File: src/rtl/alu_share_pkg.sv
// ---------------------------------------------------------------------------
// alu_share_pkg
// Shared types and constants for the ALU sharing controller.
//   state_t   : controller FSM states (IDLE, EXEC, RESP)
//   alu_op_t  : ALU opcode type and the opcode constants the ALU implements
//   NUM_REQ   : number of requesters sharing the ALU
//   IDLE_SEL  : opcode driven to the ALU whenever no operation is executing
//   other_req : helper returning the id of the other requester
// ---------------------------------------------------------------------------
package alu_share_pkg;

    // Controller FSM states. IDLE arbitrates, EXEC drives the ALU for exactly
    // one cycle, RESP holds the captured result until the owner accepts it.
    typedef enum logic [1:0] {
        IDLE = 2'd0,
        EXEC = 2'd1,
        RESP = 2'd2
    } state_t;

    localparam int OP_W = 3;

    typedef logic [OP_W-1:0] alu_op_t;

    // Opcodes understood by the shared ALU. The controller never decodes
    // these; they are listed here so sequencers and the ALU agree on them.
    localparam alu_op_t OP_ADD  = 3'b000;
    localparam alu_op_t OP_SUB  = 3'b001;
    localparam alu_op_t OP_AND  = 3'b010;
    localparam alu_op_t OP_OR   = 3'b011;
    localparam alu_op_t OP_NOT  = 3'b100;
    localparam alu_op_t OP_CLR  = 3'b101;
    localparam alu_op_t OP_PASS = 3'b111;

    localparam int      NUM_REQ  = 2;
    localparam alu_op_t IDLE_SEL = OP_CLR;

    // With only two requesters the "next in line" is simply the other one.
    function automatic logic other_req(input logic id);
        return ~id;
    endfunction

endpackage

File: src/rtl/alu_share_ctrl_rr_arbiter2.sv
// ---------------------------------------------------------------------------
// rr_arbiter2
// Two-input round-robin arbiter with a one-bit priority pointer.
// Ports:
//   clk, rst_n : clock, asynchronous active-low reset
//   enable     : arbitration allowed this cycle (controller idle, out of reset)
//   req        : request vector, bit N = requester N valid
//   accept     : the granted request was handshaken this cycle
//   grant      : one-hot grant vector (all zero when disabled or no request)
//   grant_id   : index of the granted requester (valid when grant != 0)
// ---------------------------------------------------------------------------
module rr_arbiter2
    import alu_share_pkg::*;
(
    input  logic               clk,
    input  logic               rst_n,
    input  logic               enable,
    input  logic [NUM_REQ-1:0] req,
    input  logic               accept,
    output logic [NUM_REQ-1:0] grant,
    output logic               grant_id
);

    logic prio_q;

    // Grant selection. A lone requester always wins; when both are asking,
    // the priority pointer decides. Nothing is granted while disabled so the
    // ready outputs stay low outside IDLE and during reset.
    always_comb begin
        grant    = '0;
        grant_id = prio_q;
        if (enable) begin
            unique case (req)
                2'b01: begin
                    grant    = 2'b01;
                    grant_id = 1'b0;
                end
                2'b10: begin
                    grant    = 2'b10;
                    grant_id = 1'b1;
                end
                2'b11: begin
                    grant    = prio_q ? 2'b10 : 2'b01;
                    grant_id = prio_q;
                end
                default: begin
                    grant    = '0;
                    grant_id = prio_q;
                end
            endcase
        end
    end

    // Priority pointer. After every accepted request the pointer moves to the
    // requester that was not served, so a continuously requesting pair
    // alternates 0,1,0,1. Requests that are dropped without a handshake leave
    // the pointer alone.
    always_ff @(posedge clk or negedge rst_n) begin
        if (!rst_n) begin
            prio_q <= 1'b0;
        end else if (accept) begin
            prio_q <= other_req(grant_id);
        end
    end

endmodule

File: src/rtl/alu_share_ctrl.sv
// ---------------------------------------------------------------------------
// alu_share_ctrl
// Shares one combinational ALU between two requesters. A granted request's
// operands are registered, driven to the ALU for one cycle, the result is
// captured and then returned on the owning requester's response channel.
// Only one operation is in flight at a time.
// Ports:
//   clk, rst_n             : clock, asynchronous active-low reset
//   reqN_valid/ready       : request handshake for requester N
//   reqN_a, reqN_b, reqN_sel : operands and opcode for requester N
//   rspN_valid/ready       : response handshake for requester N
//   rspN_data              : result for requester N (0 when not owned)
//   alu_a, alu_b, alu_sel  : drive to the external ALU
//   alu_out                : combinational ALU result
//   busy                   : controller is not idle
//   op_count               : completed responses, wraps modulo 2^CNT_W
// ---------------------------------------------------------------------------
module alu_share_ctrl
    import alu_share_pkg::*;
#(
    parameter int WIDTH = 16,
    parameter int SEL_W = 3,
    parameter int CNT_W = 16
) (
    input  logic             clk,
    input  logic             rst_n,

    input  logic             req0_valid,
    output logic             req0_ready,
    input  logic [WIDTH-1:0] req0_a,
    input  logic [WIDTH-1:0] req0_b,
    input  logic [SEL_W-1:0] req0_sel,

    input  logic             req1_valid,
    output logic             req1_ready,
    input  logic [WIDTH-1:0] req1_a,
    input  logic [WIDTH-1:0] req1_b,
    input  logic [SEL_W-1:0] req1_sel,

    output logic             rsp0_valid,
    input  logic             rsp0_ready,
    output logic [WIDTH-1:0] rsp0_data,

    output logic             rsp1_valid,
    input  logic             rsp1_ready,
    output logic [WIDTH-1:0] rsp1_data,

    output logic [WIDTH-1:0] alu_a,
    output logic [WIDTH-1:0] alu_b,
    output logic [SEL_W-1:0] alu_sel,
    input  logic [WIDTH-1:0] alu_out,

    output logic             busy,
    output logic [CNT_W-1:0] op_count
);

    state_t             state_q;
    state_t             state_d;

    logic [WIDTH-1:0]   a_q;
    logic [WIDTH-1:0]   b_q;
    logic [SEL_W-1:0]   sel_q;
    logic               owner_q;
    logic [WIDTH-1:0]   result_q;
    logic [CNT_W-1:0]   count_q;

    logic [NUM_REQ-1:0] req_vec;
    logic [NUM_REQ-1:0] grant;
    logic               grant_id;
    logic               arb_enable;
    logic               handshake;
    logic               rsp_accept;

    assign req_vec = {req1_valid, req0_valid};

    // The arbiter is also gated by rst_n so that both ready outputs drop to
    // zero the moment reset is asserted, even if a requester is still valid
    // (the FSM already sits in IDLE during reset and would otherwise grant).
    assign arb_enable = rst_n && (state_q == IDLE);

    rr_arbiter2 u_arbiter (
        .clk      (clk),
        .rst_n    (rst_n),
        .enable   (arb_enable),
        .req      (req_vec),
        .accept   (handshake),
        .grant    (grant),
        .grant_id (grant_id)
    );

    assign req0_ready = grant[0];
    assign req1_ready = grant[1];
    assign handshake  = |(req_vec & grant);
    assign rsp_accept = (state_q == RESP) && (owner_q ? rsp1_ready : rsp0_ready);
    assign op_count   = count_q;

    // State register for the IDLE -> EXEC -> RESP -> IDLE loop. Reset drops
    // any in-flight operation on the spot; the result is simply abandoned.
    always_ff @(posedge clk or negedge rst_n) begin
        if (!rst_n) begin
            state_q <= IDLE;
        end else begin
            state_q <= state_d;
        end
    end

    // Next-state and output decode. The ALU only sees real operands during
    // the single EXEC cycle; otherwise it is parked on the clear opcode with
    // zero operands. Only the owning response channel is ever valid, and the
    // other channel's data is forced to zero.
    always_comb begin
        state_d    = state_q;
        alu_a      = '0;
        alu_b      = '0;
        alu_sel    = SEL_W'(IDLE_SEL);
        rsp0_valid = 1'b0;
        rsp1_valid = 1'b0;
        rsp0_data  = '0;
        rsp1_data  = '0;
        busy       = (state_q != IDLE);

        unique case (state_q)
            IDLE: begin
                if (handshake) begin
                    state_d = EXEC;
                end
            end
            EXEC: begin
                alu_a   = a_q;
                alu_b   = b_q;
                alu_sel = sel_q;
                state_d = RESP;
            end
            RESP: begin
                if (owner_q) begin
                    rsp1_valid = 1'b1;
                    rsp1_data  = result_q;
                end else begin
                    rsp0_valid = 1'b1;
                    rsp0_data  = result_q;
                end
                if (rsp_accept) begin
                    state_d = IDLE;
                end
            end
            default: begin
                state_d = IDLE;
            end
        endcase
    end

    // Operand capture on handshake. Once captured, the requester is free to
    // change or drop its inputs; the operation runs from these copies.
    always_ff @(posedge clk or negedge rst_n) begin
        if (!rst_n) begin
            a_q     <= '0;
            b_q     <= '0;
            sel_q   <= SEL_W'(IDLE_SEL);
            owner_q <= 1'b0;
        end else if (handshake) begin
            a_q     <= grant_id ? req1_a   : req0_a;
            b_q     <= grant_id ? req1_b   : req0_b;
            sel_q   <= grant_id ? req1_sel : req0_sel;
            owner_q <= grant_id;
        end
    end

    // Result capture at the end of the EXEC cycle; held through RESP no
    // matter how long the owner stalls.
    always_ff @(posedge clk or negedge rst_n) begin
        if (!rst_n) begin
            result_q <= '0;
        end else if (state_q == EXEC) begin
            result_q <= alu_out;
        end
    end

    // Completed-response counter. It bumps when the owner takes the result
    // and wraps naturally at its width.
    always_ff @(posedge clk or negedge rst_n) begin
        if (!rst_n) begin
            count_q <= '0;
        end else if (rsp_accept) begin
            count_q <= count_q + 1'b1;
        end
    end

endmodule

File: config.mk
export PLATFORM = sky130hd
export DESIGN_NAME = alu_share_ctrl
export DESIGN_NICKNAME = d
export VERILOG_FILES = /design/src/rtl/alu_share_pkg.sv /design/src/rtl/alu_share_ctrl_rr_arbiter2.sv /design/src/rtl/alu_share_ctrl.sv
export SDC_FILE = /design/constraint.sdc
export NUM_CORES = 1
export LEC_CHECK = 0
export ABC_AREA = 1
export BUFFER_PORTS_ARGS = -buffer_cell sky130_fd_sc_hd__clkbuf_2
export CORE_ASPECT_RATIO = 1.2
export CORE_MARGIN = 2
export CORE_UTILIZATION = 40
export CTS_BUF_LIST = sky130_fd_sc_hd__clkbuf_2
export CTS_CLUSTER_DIAMETER = 40
export DETAILED_ROUTE_END_ITERATION = 12
export GPL_ROUTABILITY_DRIVEN = 0
export MAX_ROUTING_LAYER = met4
export PLACE_DENSITY = 0.69
export SYNTH_ARGS = -nofsm -noshare
export SYNTH_HDL_FRONTEND = slang
export SYNTH_SLANG_ARGS = --single-unit
File: constraint.sdc
create_clock -name clk -period 2.1 [get_ports clk]
set_clock_uncertainty 0.1 [all_clocks]
set_input_delay 0.21 -clock clk [delete_from_list [all_inputs] [get_ports clk]]
set_output_delay 0.21 -clock clk [all_outputs]
set_load 0.02 [all_outputs]
**Word level (Yosys, flattened, before mapping)**

Index checks and enable logic that the tools add are counted.

- Output and inout port bits: 88
- Logic and storage cells: 47
- Register bits after elaboration: 71
- Bits of input ports: 92

- Mux-type cells: 23
- Bitwise operators: 2
- Reductions and logical operators: 6
- Add/subtract/negate cells: 1
- Eq/ne operators: 7

Operators by type and width:

| kind | number |
|---|---|
| 2-to-1 mux 16 bit | 8 |
| adder 16 x 1 -> 16 bit (second input constant) | 1 |
| one-hot mux 2 bit (3 select lines) | 2 |
| 2-to-1 mux 2 bit | 4 |
| == test 2 bit (second input constant) | 3 |
| 2-to-1 mux 1 bit | 6 |
| 2-to-1 mux 3 bit | 2 |
| == test 2 x 1 -> 1 bit (second input constant) | 2 |
| != test 2 bit (second input constant) | 2 |
| AND 2 bit | 1 |
| logical AND 1 bit | 2 |
| logical NOT 2 bit | 1 |
| one-hot mux 1 bit (2 select lines) | 1 |
| AND reduction 2 bit | 1 |
| nonzero test 2 bit | 1 |
| OR reduction 2 bit | 1 |
| NOT 1 bit | 1 |

**Logic depth before layout (Yosys ltp)**

- Depth after elaboration: 7
- Mapped depth: 12
- Gate-level depth less buffers: 11

**Modules after synthesis**

A second synthesis with hierarchy kept.

- Cell total of the unflattened synthesis: 527
- Area, all modules: 3877.5 um2

By module, submodules not included:

| module | sequential area each (um2) | area each (um2) | instances | cells an instance |
|---|---|---|---|---|
| alu_share_ctrl | 1754.2 | 3744.8 | 1 | 507 |
| rr_arbiter2 | 25.0 | 132.6 | 1 | 20 |

**Least setup slack after synthesis**

OpenSTA, ideal clock, no wires.

- Path kind: flip-flop to output port
- From: reg state_q[1]
- To: out rsp1_data[10]
- Data required time: 1.790 ns
- Data arrival time: 1.586 ns
- Slack: 0.204 ns
- Cell stages (with the launch flop): 8
- Path buffers: 1
- Cells stage by stage: dfrtp_1 > inv_2 > nor2_1 > inv_1 > nor2_1 > inv_2 > buf_2 > nor2_1

- Longest elaborated chain between the ends: 2

RTL lines:

| what | line | text |
|---|---|---|
| from (decl) | alu_share_ctrl.sv:57 | `state_t state_q;` |
| from (signal assigned) | alu_share_ctrl.sv:103 | `state_q <= state_d;` |
| == test 2 bit | alu_share_ctrl.sv:122 | `unique case (state_q)` |
| 2-to-1 mux 16 bit | alu_share_ctrl.sv:122 |  |
| to (decl) | alu_share_ctrl.sv:46 | `output logic [WIDTH-1:0] rsp1_data,` |

Every way passes these cells.

**Final worst setup path**

- From: reg state_q[1]
- To: out alu_sel[1]

- Longest elaborated chain between the ends: 2

RTL lines:

| what | line | text |
|---|---|---|
| == test 2 x 1 -> 1 bit | alu_share_ctrl.sv:122 |  |
| 2-to-1 mux 3 bit | alu_share_ctrl.sv:122 |  |
| to (decl) | alu_share_ctrl.sv:50 | `output logic [SEL_W-1:0] alu_sel,` |

Every way passes these cells.

==> results_dict.tcl <==
set metrics [dict create \
    layout.nets 982 \
    slew_violations 0 \
    ctsHtreeMaxLevel 3 \
    grt_overflow_total 0 \
    gr-usage-met1_pct 30.1 \
    clk_latency_ps 480 \
    initial_antenna_violation_count 2 \
    initial_utilization_pct 40.9 \
    mappedNetlistArea_sq_mm 0.00409 \
    globalRoute.busiestLayer "met2" \
    main_combinational_cell_family_by_area_after_synthesis "simple AND/OR/NAND/NOR gates" \
    final.min_clock_period_ps 2170 \
    max_cap_viol_count 0 \
    routed_via_density 5.01 \
    arrival_ps 1860 \
    detail-route-antenna-nets 0 \
    fraction_of_final_layout_cells_with_drive_strength_greater_than_1_pct 31.5 \
    number_of_flip_flops_and_latches_in_the_synthesized_netlist 71 \
    whs_ps 121 \
    layout-area-overhead-vs-synth_pct 65.7 \
    grt_first_pass_wirelength_mm 21.9 \
    max_slew_margin_pct 40.4 \
    num_rows 40 \
    clock.fmax_mhz 462 \
    synthSimpleGateAreaFrac_pct 39.7 \
    utilization_pct 67.8 \
    post-synth-top-area-cell "sky130_fd_sc_hd__dfrtp_1" \
    outcome "finished with violations" \
    vdd.ir_drop.worst_mv 0.737 \
    synth-seq-area-share_pct 43.5 \
    dominantRegCellSynth "sky130_fd_sc_hd__dfrtp_1" \
    yosysWarningCount 0 \
    grt_pass1_vias 4770 \
    whs_endpoint "op_count[0]" \
    detail_route.wl_per_cell_microns 14.5 \
    met3_use_gr_pct 4.72 \
    clockBufferDepth 2 \
    firstDrtPassIters 5 \
    worstReg2RegEnd "b_q[14]" \
    synth-xor-area-share_pct 1.71 \
    critPathKind "register to primary output" \
    synth.area.top_cells "sky130_fd_sc_hd__dfrtp_1 42%, sky130_fd_sc_hd__nand2_1 20%, sky130_fd_sc_hd__nand3_1 9.4%, sky130_fd_sc_hd__nor2_1 8.2%, sky130_fd_sc_hd__inv_1 6.3%" \
    cts-buffers-inserted 9 \
    synth.top_cells.by_count "216 x sky130_fd_sc_hd__nand2_1, 89 x sky130_fd_sc_hd__nor2_1, 77 x sky130_fd_sc_hd__nand3_1, 69 x sky130_fd_sc_hd__dfrtp_1, 69 x sky130_fd_sc_hd__inv_1" \
    post_synth_mux_area_share_pct 0 \
    cts_tree "built" \
    fp.dieH_microns 115 \
    pin_count 180 \
    dpl_cell_area_sq_mm 0.00508 \
    preCtsSetupSlack_ps 291 \
    worst_setup_path_end_kind "primary output" \
    synth_edf_count 0 \
    compound_gate_fraction_of_synth_area_pct 3.70 \
    synth_async_sr_flop_share_pct 100 \
    worst_hold_path.num_cells 5 \
    failed_checks "setup timing" \
    finalWorstSetupSlack_ps -66.3 \
    core_area_sq_mm 0.0100 \
    wirelength_mm 14.7 \
    finalSetupViolations 22 \
    initialDrtViolationCount 262 \
    cts.root.buffer_cell "sky130_fd_sc_hd__clkbuf_2" \
    synth-adder-area-share_pct 0.917 \
    clock_sink_count 71 \
    timing.reg2reg.worst_path_depth 11 \
    route.vias.total 5104 \
    critPathRequiredTime_ps 1790 \
    timing.reg2reg.setup_slack_ps 150 \
    die_area_sq_mm 0.0111 \
    netlist-cell-type-count 26 \
    hold_violations_final 0 \
    min_path_type "primary input to register" \
    clk_transition_reported_paths_ps 200 \
    synthesis.nets 703 \
    syn_area_per_cell_sq_um 6.73 \
    design_area_sq_mm 0.00678 \
    place.port_buffers 179 \
    rsz0062_at_grt "true" \
    fillCellCount 779 \
    cp_startpoint_kind "register" \
    worst_hold_launch "rsp1_ready" \
    worst_path_fanout_max 8 \
    leakage_nw 3.62 \
    synthesis.instances 608 \
    synth.top_cell.area_share_pct 42.2 \
    synth.most_common_cell "sky130_fd_sc_hd__nand2_1" \
    grt.met2_usage_pct 42.2 \
    post-route-drc-count 0 \
    worst_r2r_startpoint "state_q[0]" \
    pwr_density_cell_mw_per_mm2 983 \
    grt_start_max_net_pins 72 \
    timing_worst_slew_pin_value_ps 894 \
    die_x_microns 96.3 \
    detailed_place_hpwl_mm 7.89 \
    groute.usage.overall_pct 26.2 \
    final_cycle_utilization_of_the_critical_path_pct 103 \
]
state kept, by name, summed over array words and instances (netlist names):
register / count
a_q: 16
u_arbiter.prio_q: 1
op_count: 16
b_q: 16
owner_q: 1
state_q: 2
sel_q: 3
result_q: 16
repair_timing:
| item | in CTS | in global routing |
|---|---|---|
| gates cloned | 2 | 2 |
| hold endpoints to repair | 121 | 0 |
| endpoints found under the setup margin | 47 | 69 |
| resized for setup | 46 | 174 |
| buffers inserted | 1 | 13 |
| hold buffers | 89 | 0 |
| pin swaps | 1 | 8 |
report_power, final:
part | leakage, nW | switching, W | internal (W)
Clock | 0.0501 | 0.000470 | 0.000134
Combinational | 2.67 | 0.00237 | 0.00147
Sequential | 0.900 | 0.000319 | 0.00190
final cells by class:
class / instances / area, sq um / share of cell area (%)
clock inverter: 6 / 28.8 / 0.424
inverter: 75 / 292 / 4.30
multi-input combinational: 433 / 2120 / 31.3
tap: 126 / 158 / 2.32
timing repair inverter: 1 / 7.51 / 0.111
sequential: 71 / 1780 / 26.2
clock buffer: 9 / 45.0 / 0.664
antenna: 2 / 5.00 / 0.0738
timing repair buffer: 296 / 2350 / 34.6
logic make-up after synthesis:
logic type	Yosys count
buf+inv	104
simple gates	395
flops	71
xor+xnor	8
compound gates	27
fa+ha+maj	3
critical path, stage by stage, from the launching register on:
cell and delay [ps]:
sky130_fd_sc_hd__dfrtp_1 430, sky130_fd_sc_hd__buf_4 150, sky130_fd_sc_hd__nor2_4 110, sky130_fd_sc_hd__clkinv_4 90, sky130_fd_sc_hd__buf_6 140, sky130_fd_sc_hd__clkbuf_16 180
sky130_fd_sc_hd__nor2_2 110, sky130_fd_sc_hd__buf_4 150
through the flow:
| stage | cells | TNS (ps) | total power [W] |
|---|---|---|---|
| 3_3_place_gp | 895 | 0 | 0.00497 |
| 3_5_place_dp | 895 | 0 | 0.00505 |
| 4_1_cts | 1002 | -2600 | 0.00599 |
| 6_report | 1019 | -478 | 0.00666 |
| 5_1_grt | 1019 | -10040 | 0.00719 |
| 2_1_floorplan | 608 | 0 | 0.00426 |
worst max-delay path by stage:
| stage | startpoint | to | slack (ps) | cells past startpoint |
|---|---|---|---|---|
| final | state_q[1] | alu_sel[1] | -70 | 7 |
| after floorplan | state_q[1] | rsp1_data[10] | 200 | 7 |
| after global routing | state_q[1] | rsp0_data[14] | -240 | 7 |
| after CTS | state_q[0] | alu_sel[0] | -130 | 6 |
| after global placement | req0_valid | b_q[8] | 360 | 12 |
| after detailed placement | req0_valid | b_q[7] | 290 | 12 |
cells in the final DEF (no fill, tap or decap), drive strengths merged, types with 3 or more instances in the layout:
master,instances
nand2,220
clkbuf,137
nor2,91
dlygate4sd3,89
buf,79
nand3,77
inv,73
dfrtp,69
o21ai,24
clkinv,7
xor2,5
nand4,3
xnor2,3
ha,3
layer usage:
metal  part of all wire, %  vias up
li1                      -     2419
met1                    38     2325
met2                    51      284
met3                   6.5       76
met4                   5.0        0
met5                     0        -
No activity file was read; power rests on OpenSTA's default activity.
